<file path="src/rtl/cache_pkg.sv">
// Shared types and helpers for the cache miss-handling (line refill) stage.
package cache_pkg;

  typedef enum logic [2:0] {
    IDLE,
    WB_READ,
    WB_BEAT,
    RF_REQ,
    RF_WAIT,
    RF_WRITE,
    DONE
  } refill_state_e;

  // Number of memory beats needed to move one cache line.
  function automatic int calc_beats(input int dw, input int bw);
    return dw / bw;
  endfunction

endpackage

</file>
<file path="src/rtl/cache_line_refill.sv">
// Miss handler: optional victim write-back, then beat-by-beat refill and a
// single full-line install into the cache data array.
module cache_line_refill
  import cache_pkg::*;
#(
  parameter int DW  = 128,
  parameter int NUM = 8,
  parameter int BW  = 32,
  parameter int AW  = 32
) (
  input  logic                    clk,
  input  logic                    rst,
  input  logic                    req_valid,
  output logic                    req_ready,
  input  logic [$clog2(NUM)-1:0]  req_index,
  input  logic [AW-1:0]           req_addr,
  input  logic                    req_dirty,
  input  logic [AW-1:0]           req_wb_addr,
  output logic                    done,
  output logic                    da_read_en,
  output logic [$clog2(NUM)-1:0]  da_read_addr,
  input  logic [DW-1:0]           da_read_data,
  output logic                    da_write_en,
  output logic [DW/8-1:0]         da_write_byte_en,
  output logic [$clog2(NUM)-1:0]  da_write_addr,
  output logic [DW-1:0]           da_write_data,
  output logic                    mem_req_valid,
  input  logic                    mem_req_ready,
  output logic                    mem_req_we,
  output logic [AW-1:0]           mem_req_addr,
  output logic [BW-1:0]           mem_req_wdata,
  input  logic                    mem_resp_valid,
  input  logic [BW-1:0]           mem_resp_rdata
);

  localparam int BEATS = calc_beats(DW, BW);
  localparam int BCW   = (BEATS > 1) ? $clog2(BEATS) : 1;
  localparam logic [AW-1:0] ALIGN_MASK = ~AW'(DW / 8 - 1);

  refill_state_e          r_state;
  refill_state_e          w_next_state;
  logic [BCW-1:0]         r_beat;
  logic [DW-1:0]          r_lbuf;
  logic [$clog2(NUM)-1:0] r_index;
  logic [AW-1:0]          r_rf_addr;
  logic [AW-1:0]          r_wb_addr;

  logic                   w_last;
  logic [AW-1:0]          w_beat_off;
  logic [BW-1:0]          w_lbuf_beat;

  assign w_last      = (r_beat == BCW'(BEATS - 1));
  assign w_beat_off  = AW'(r_beat) * AW'(BW / 8);
  assign w_lbuf_beat = r_lbuf[r_beat*BW +: BW];

  // NOTE: the line buffer is reset along with the control state so that no
  // stale line can ever reach the data-array write port after a reset.
  always_ff @(posedge clk or posedge rst) begin
    if (rst) begin
      r_state   <= IDLE;
      r_beat    <= '0;
      r_lbuf    <= '0;
      r_index   <= '0;
      r_rf_addr <= '0;
      r_wb_addr <= '0;
    end else begin
      // NOTE: all state uses non-blocking assignment so every branch below
      // sees the pre-edge values regardless of statement order.
      r_state <= w_next_state;
      unique case (r_state)
        IDLE: begin
          if (req_valid) begin
            r_index   <= req_index;
            r_rf_addr <= req_addr & ALIGN_MASK;
            r_wb_addr <= req_wb_addr & ALIGN_MASK;
            r_beat    <= '0;
          end
        end
        WB_READ: r_lbuf <= da_read_data;
        WB_BEAT: begin
          if (mem_req_ready) r_beat <= w_last ? '0 : r_beat + BCW'(1);
        end
        RF_WAIT: begin
          if (mem_resp_valid) begin
            r_lbuf[r_beat*BW +: BW] <= mem_resp_rdata;
            if (!w_last) r_beat <= r_beat + BCW'(1);
          end
        end
        default: ;
      endcase
    end
  end

  // NOTE: every output and the next state get a default before the case, so
  // no path through this block can infer a latch.
  always_comb begin
    w_next_state     = r_state;
    req_ready        = 1'b0;
    done             = 1'b0;
    da_read_en       = 1'b0;
    da_read_addr     = '0;
    da_write_en      = 1'b0;
    da_write_byte_en = '0;
    da_write_addr    = '0;
    da_write_data    = '0;
    mem_req_valid    = 1'b0;
    mem_req_we       = 1'b0;
    mem_req_addr     = '0;
    mem_req_wdata    = '0;
    unique case (r_state)
      IDLE: begin
        req_ready = 1'b1;
        if (req_valid) w_next_state = req_dirty ? WB_READ : RF_REQ;
      end
      WB_READ: begin
        da_read_en   = 1'b1;
        da_read_addr = r_index;
        w_next_state = WB_BEAT;
      end
      WB_BEAT: begin
        mem_req_valid = 1'b1;
        mem_req_we    = 1'b1;
        mem_req_addr  = r_wb_addr + w_beat_off;
        mem_req_wdata = w_lbuf_beat;
        if (mem_req_ready && w_last) w_next_state = RF_REQ;
      end
      RF_REQ: begin
        mem_req_valid = 1'b1;
        mem_req_addr  = r_rf_addr + w_beat_off;
        if (mem_req_ready) w_next_state = RF_WAIT;
      end
      RF_WAIT: begin
        if (mem_resp_valid) w_next_state = w_last ? RF_WRITE : RF_REQ;
      end
      RF_WRITE: begin
        da_write_en      = 1'b1;
        da_write_byte_en = '1;
        da_write_addr    = r_index;
        da_write_data    = r_lbuf;
        w_next_state     = DONE;
      end
      DONE: begin
        done         = 1'b1;
        w_next_state = IDLE;
      end
      default: w_next_state = IDLE;
    endcase
  end

endmodule

</file>
<file path="config.mk">
export PLATFORM = sky130hd
export DESIGN_NAME = cache_line_refill
export DESIGN_NICKNAME = d
export VERILOG_FILES = /design/src/rtl/cache_pkg.sv /design/src/rtl/cache_line_refill.sv
export SDC_FILE = /design/constraint.sdc
export NUM_CORES = 1
export LEC_CHECK = 0
export CAP_MARGIN = 20
export CORE_UTILIZATION = 33
export CTS_CLUSTER_SIZE = 14
export DETAILED_ROUTE_END_ITERATION = 7
export PLACE_DENSITY_LB_ADDON = 0.15
export RECOVER_POWER = 50
export SKIP_LAST_GASP = 1
export SLEW_MARGIN = 15
export SYNTH_ARGS = -nofsm -noshare
export SYNTH_HDL_FRONTEND = slang
export SYNTH_SLANG_ARGS = --single-unit
</file>
<file path="constraint.sdc">
create_clock -name clk -period 17.4 [get_ports clk]
set_input_delay 3.48 -clock clk [delete_from_list [all_inputs] [get_ports clk]]
set_output_delay 3.48 -clock clk [all_outputs]
set_load 0.01 [all_outputs]
</file>
# Word level (Yosys, flattened, before mapping)

Index checks and enable logic that the tools add are counted.

Register bits after elaboration: 192
Input port bits: 233
Output and inout port bits: 220
Word-level logic and storage cells: 63

Add/sub/neg operators: 4
Equal/unequal tests: 13
Shifts and indexed selects: 3
Mux-type cells: 28
Reduce and logical (&&, ||, !) cells: 9

Operators by type and width:

| operator                                                 | count |
|---|---|
| two-way mux 128 bit                                      | 2 |
| case mux 128 bit (2 select lines)                        | 1 |
| bitwise mux 128 bit                                      | 1 |
| variable shift 32 x 34 -> 128 bit (first input constant) | 1 |
| indexed part select 128 x 8 -> 32 bit                    | 1 |
| indexed part select 32 x 34 -> 128 bit                   | 1 |
| adder 32 x 4 -> 32 bit                                   | 2 |
| case mux 32 bit (2 select lines)                         | 1 |
| negation 7 -> 34 bit                                     | 1 |
| two-way mux 32 bit                                       | 1 |
| two-way mux 3 bit                                        | 7 |
| case mux 3 bit (6 select lines)                          | 1 |
| two-way mux 16 bit                                       | 1 |
| two-way mux 2 bit                                        | 6 |
| inequality test 2 bit (second input constant)            | 6 |
| == test 3 bit (second input constant)                    | 3 |
| == test 3 x 2 -> 1 bit (second input constant)           | 2 |
| two-way mux 1 bit                                        | 6 |
| case mux 2 bit (3 select lines)                          | 1 |
| AND reduction 5 bit                                      | 1 |
| AND reduction 2 bit                                      | 2 |
| AND reduction 4 bit                                      | 1 |
| == test 3 x 1 -> 1 bit (second input constant)           | 1 |
| logical NOT 3 bit                                        | 1 |
| 6 further kinds                                          | 6 |

# Longest topological paths before layout

Word-level depth: 5
Gate-level depth with buffers: 10
Mapped depth without buffers: 6

# Least setup slack after synthesis

OpenSTA, ideal clock, no wires.

Kind: reg2out
Start point: register r_state[1]
End point: output da_write_addr[0]
Arrival time: 1.770 ns
Data required time: 13.920 ns
Path slack: 12.150 ns
Stages on the path, launching flop included: 6
Path buffers: 2
Cells stage by stage: dfrtp_1 > nand2b_1 > buf_2 > nor2_1 > clkbuf_1 > and2_1

Word-level cells in the longest chain between the ends: 2

RTL lines:

| item                   | line                     | RTL |
|---|---|---|
| from (decl)            | cache_line_refill.sv:40  | `refill_state_e r_state;` |
| from (signal assigned) | cache_line_refill.sv:69  | `r_state <= w_next_state;` |
| == test 3 bit          | cache_line_refill.sv:110 | `unique case (r_state)` |
| two-way mux 3 bit      | cache_line_refill.sv:110 |  |
| to (decl)              | cache_line_refill.sv:25  | `output logic [$clog2(NUM)-1:0] da_write_addr,` |

Every way passes these cells.

==> key figures <==
Hold path
  – Hold-critical path endpoint: r_wb_addr[15]
  – Hold path depth: 1
  – HP Class: reg2reg
  – Worst hold path startpoint: r_wb_addr[15]

Global routing
  – Largest net degree at the start of global routing: 87
  – Overflow after GRT: 0
  – Met1 Use GR: 31.7%
  – Vias in the first global route: around 9800
  – First-pass GRT wire length: between 60000 and 70000 microns
  – GR peak layer: met2
  – Met2 Usage GRT: between 30% and 40%
  – Initial antenna violation count: 5
  – Total track usage: around a quarter
  – Met3 usage: under 10%

Worst setup path
  – R2R Path Start: r_beat[1]
  – Arr. time, crit path: slightly below 9 ns
  – R2R setup slack: roughly 13 ns
  – Worst setup EP type: async pin
  – Crit path max fanout: 86
  – CP startpoint kind: input pin
  – Reg2reg end: r_lbuf[108]
  – CP startpoint: rst
  – Worst endpoint required time: 16.94 ns
  – Worst r2r path cells: 7
  – Critical path class: in2async

Yosys
  – Sequential-to-total area share from yosys stat: between 40 and 50%
  – Compound-Gate Fraction of Synth Area: 16.9%
  – Synthesized area: between 10000 and 15000 sq um
  – Largest family of logic cells by synthesized area: compound AO/OA/AOI/OAI gates
  – Synth Area in Adders: less than 1%
  – Synth top area share: about 44%
  – Post-synth top flop: dfrtp_1
  – Mux contribution to synthesized area: between 10% and 20%
  – Post-synth ARST share: 100%
  – Dominant cell by count in the synthesized netlist: dfrtp_1
  – EDFF count, synth: 0
  – Xor-xnor portion of the synthesized cell area: 0%
  – Most frequent cells after synthesis: 192 x dfrtp_1, 135 x and2_1, 132 x nor2_1
  – Ys Warns: 0
  – Synthesis-stage register bit count: about 190
  – Simple-Gate Fraction of Synth Area: between 10% and 20%
  – Mean Syn Cell Area: roughly 10 sq um
  – Most area-hungry cell type in the Yosys netlist: dfrtp_1
  – Synth area leaders: dfrtp_1 44%, and2_1 7.7%, a32oi_1 7.7%
  – Gate Count Post-Synth: roughly 1100
  – Netlist cell types: 39

Drt
  – Total Wirelength: between 40000 and 50000 microns
  – DRC: 0
  – Vias per cell: about 5.3
  – DRT iter0 DRCs: about 600
  – DRT Pass-1 Iters: 7
  – Via count: ~10000
  – Per-cell routed wire length: ~22 microns
  – Post-route ant nets: 0

Cells and area
  – Share of the core filled with cells: about half
  – Fin cells: between 1500 and 2000
  – Fin nets: 1677
  – Share of cells above drive strength 1: 10.3%
  – Filler instances: approximately 3000
  – Area added between synthesis and finish: 45.9%
  – Cell area after layout: between 15000 and 20000 sq um

Floorplan
  – # rows: 66
  – Core Region: 32600 sq um
  – Chip height: 184 microns
  – Initial core utilization: roughly 34%
  – Area of the die: about 34000 sq um
  – Ports: between 400 and 500
  – Die W: between 150 and 200 microns

Power and ir drop
  – Sw Ratio: approximately two fifths
  – Static leakage: 6.29 nW
  – Share of total power in the clock network: ~18%
  – Combinational power share: between 40 and 50%
  – Pwr Density: 146 nW/um^2
  – Sequential fraction of design power: between 30% and 40%
  – Pint: 1.45 mW
  – VDD IR max: 0.0000766 V
  – Sw power: 0.890 mW

STA
  – RSZ-0062 raised after global routing: false
  – Relative slew slack: -182%
  – Final worst path period need: between 9 and 10 ns
  – Max-slew violation count: between 300 and 400
  – PnR worst setup slack: 8.02 ns
  – Post-route setup TNS: 0 ns
  – Hold Vio Cnt, Final: 0
  – Period utilization: around 54%
  – Max Clock Skew: ~0.019 ns
  – Worst-Margin Slew: roughly 4.2 ns
  – Max Fclk: approximately 110 MHz
  – Number of endpoints failing setup at the final stage: 0

Clock network
  – Clk slew on worst S/H paths: roughly 0.09 ns
  – Root buffer cell: clkbuf_16
  – Post-CTS Resized: 0
  – H-tree levels: 4
  – Setup bufs post-CTS: 0
  – Clock sink count: around 190
  – CTS buffer count: 17
  – CTS Hold Bufs: 0
  – CTS tree: done
  – CTS Buffer Depth: 2
  – Clock latency at the later pin of the worst-skew pair: 0.44 ns

Placed design
  – Port buffer count: 442
  – Final HPWL DP: 27600 microns
  – Gpl congestion: roughly 0.82
  – Setup WS pre-CTS: approximately 11 ns
  – Placed Cells: between 1500 and 2000
  – Cell Area, Placed: between 15000 and 20000 sq um

Status
  – Failing checks: max-capacitance violations, max-slew violations
  – Status: complete, but fails checks

Run
  – Maxcap violations: 7
-- kinds of logic after synthesis --
kind of cell | Yosys count
AND/OR/NAND/NOR | 356
AO/OA/AOI/OAI | 274
flip-flops | 192
buffers and inverters | 135
multiplexers | 121
adder cells (fa/ha/maj) | 6
other | 1
-- power by group through the flow --
| stage | logic, mW | registers (mW) | clock network, mW |
|---|---|---|---|
| after global routing | 1.18 | 0.874 | 0.437 |
| after global placement | 1.09 | 0.840 | 0 |
| after floorplan | 0.686 | 0.768 | 0 |
| final | 1.09 | 0.841 | 0.413 |
| after CTS | 1.10 | 0.840 | 0.423 |
| after detailed placement | 1.10 | 0.849 | 0 |
-- state kept, by name, indices dropped and copies added (netlist names) --
| signal | flops |
|---|---|
| r_lbuf | 128 |
| r_rf_addr | 28 |
| r_wb_addr | 28 |
| r_index | 3 |
| r_state | 3 |
| r_beat | 2 |
-- area by class of cell --
class | instances | area [sq um] | area share (%)
tap | 442 | 553 | 3.45
timing repair buffer | 462 | 4560 | 28.4
antenna | 6 | 15.0 | 0.0937
inverter | 6 | 23.8 | 0.148
multi-input combinational | 759 | 5460 | 34.1
sequential | 192 | 4810 | 30.0
clock buffer | 17 | 425 | 2.65
clock inverter | 15 | 185 | 1.16
-- worst max-delay path by stage --
stage                   endpoint  slack (ns)  cells past startpoint
2_1_floorplan          r_beat[0]        8.69                      1
3_3_place_gp   mem_req_wdata[21]       11.22                      4
3_5_place_dp   mem_req_wdata[21]       11.20                      4
4_1_cts        mem_req_wdata[21]       10.72                      4
5_1_grt                r_beat[1]        6.79                      3
6_report               r_beat[1]        8.02                      3
-- layout by cell type (no fill, tap or decap), types with 3 or more instances in the layout --
master	n
dfrtp_2	3
and3_1	33
nand2_1	41
clkdlybuf4s50_1	439
dlygate4sd3_1	3
nand4b_1	4
o21ai_0	33
mux4_2	32
clkbuf_16	17
clkbuf_1	4
mux2_2	56
buf_4	16
ha_1	6
mux2i_1	29
dfrtp_1	189
diode_2	6
inv_1	5
a21oi_1	103
clkinv_4	3
clkinv_8	5
and2_1	134
a22oi_1	32
inv_8	4
mux2_1	4
nor2_4	3
nor2_1	130
a32oi_1	96
-- layer usage --
metal	wire length (microns)	share of wire, %	vias up
met2	20100	48	439
met3	3300	7.9	48
met4	865	2.1	0
met1	17500	42	4907
li1	-	-	4636
met5	0	0	-
-- through the flow --
step	power, mW	hold slack, ns
final	2.34	0.489
after global routing	2.49	0.513
after CTS	2.37	0.495
after detailed placement	1.95	0.474
after global placement	1.93	0.466
after floorplan	1.45	0.457
-- critical path, cell delays in order --
cell	delay, ns
dlygate4sd3_1	0.54
clkinvlp_2	2.34
clkbuf_1	2.47
Note: power is estimated with default switching activity, not from simulation.
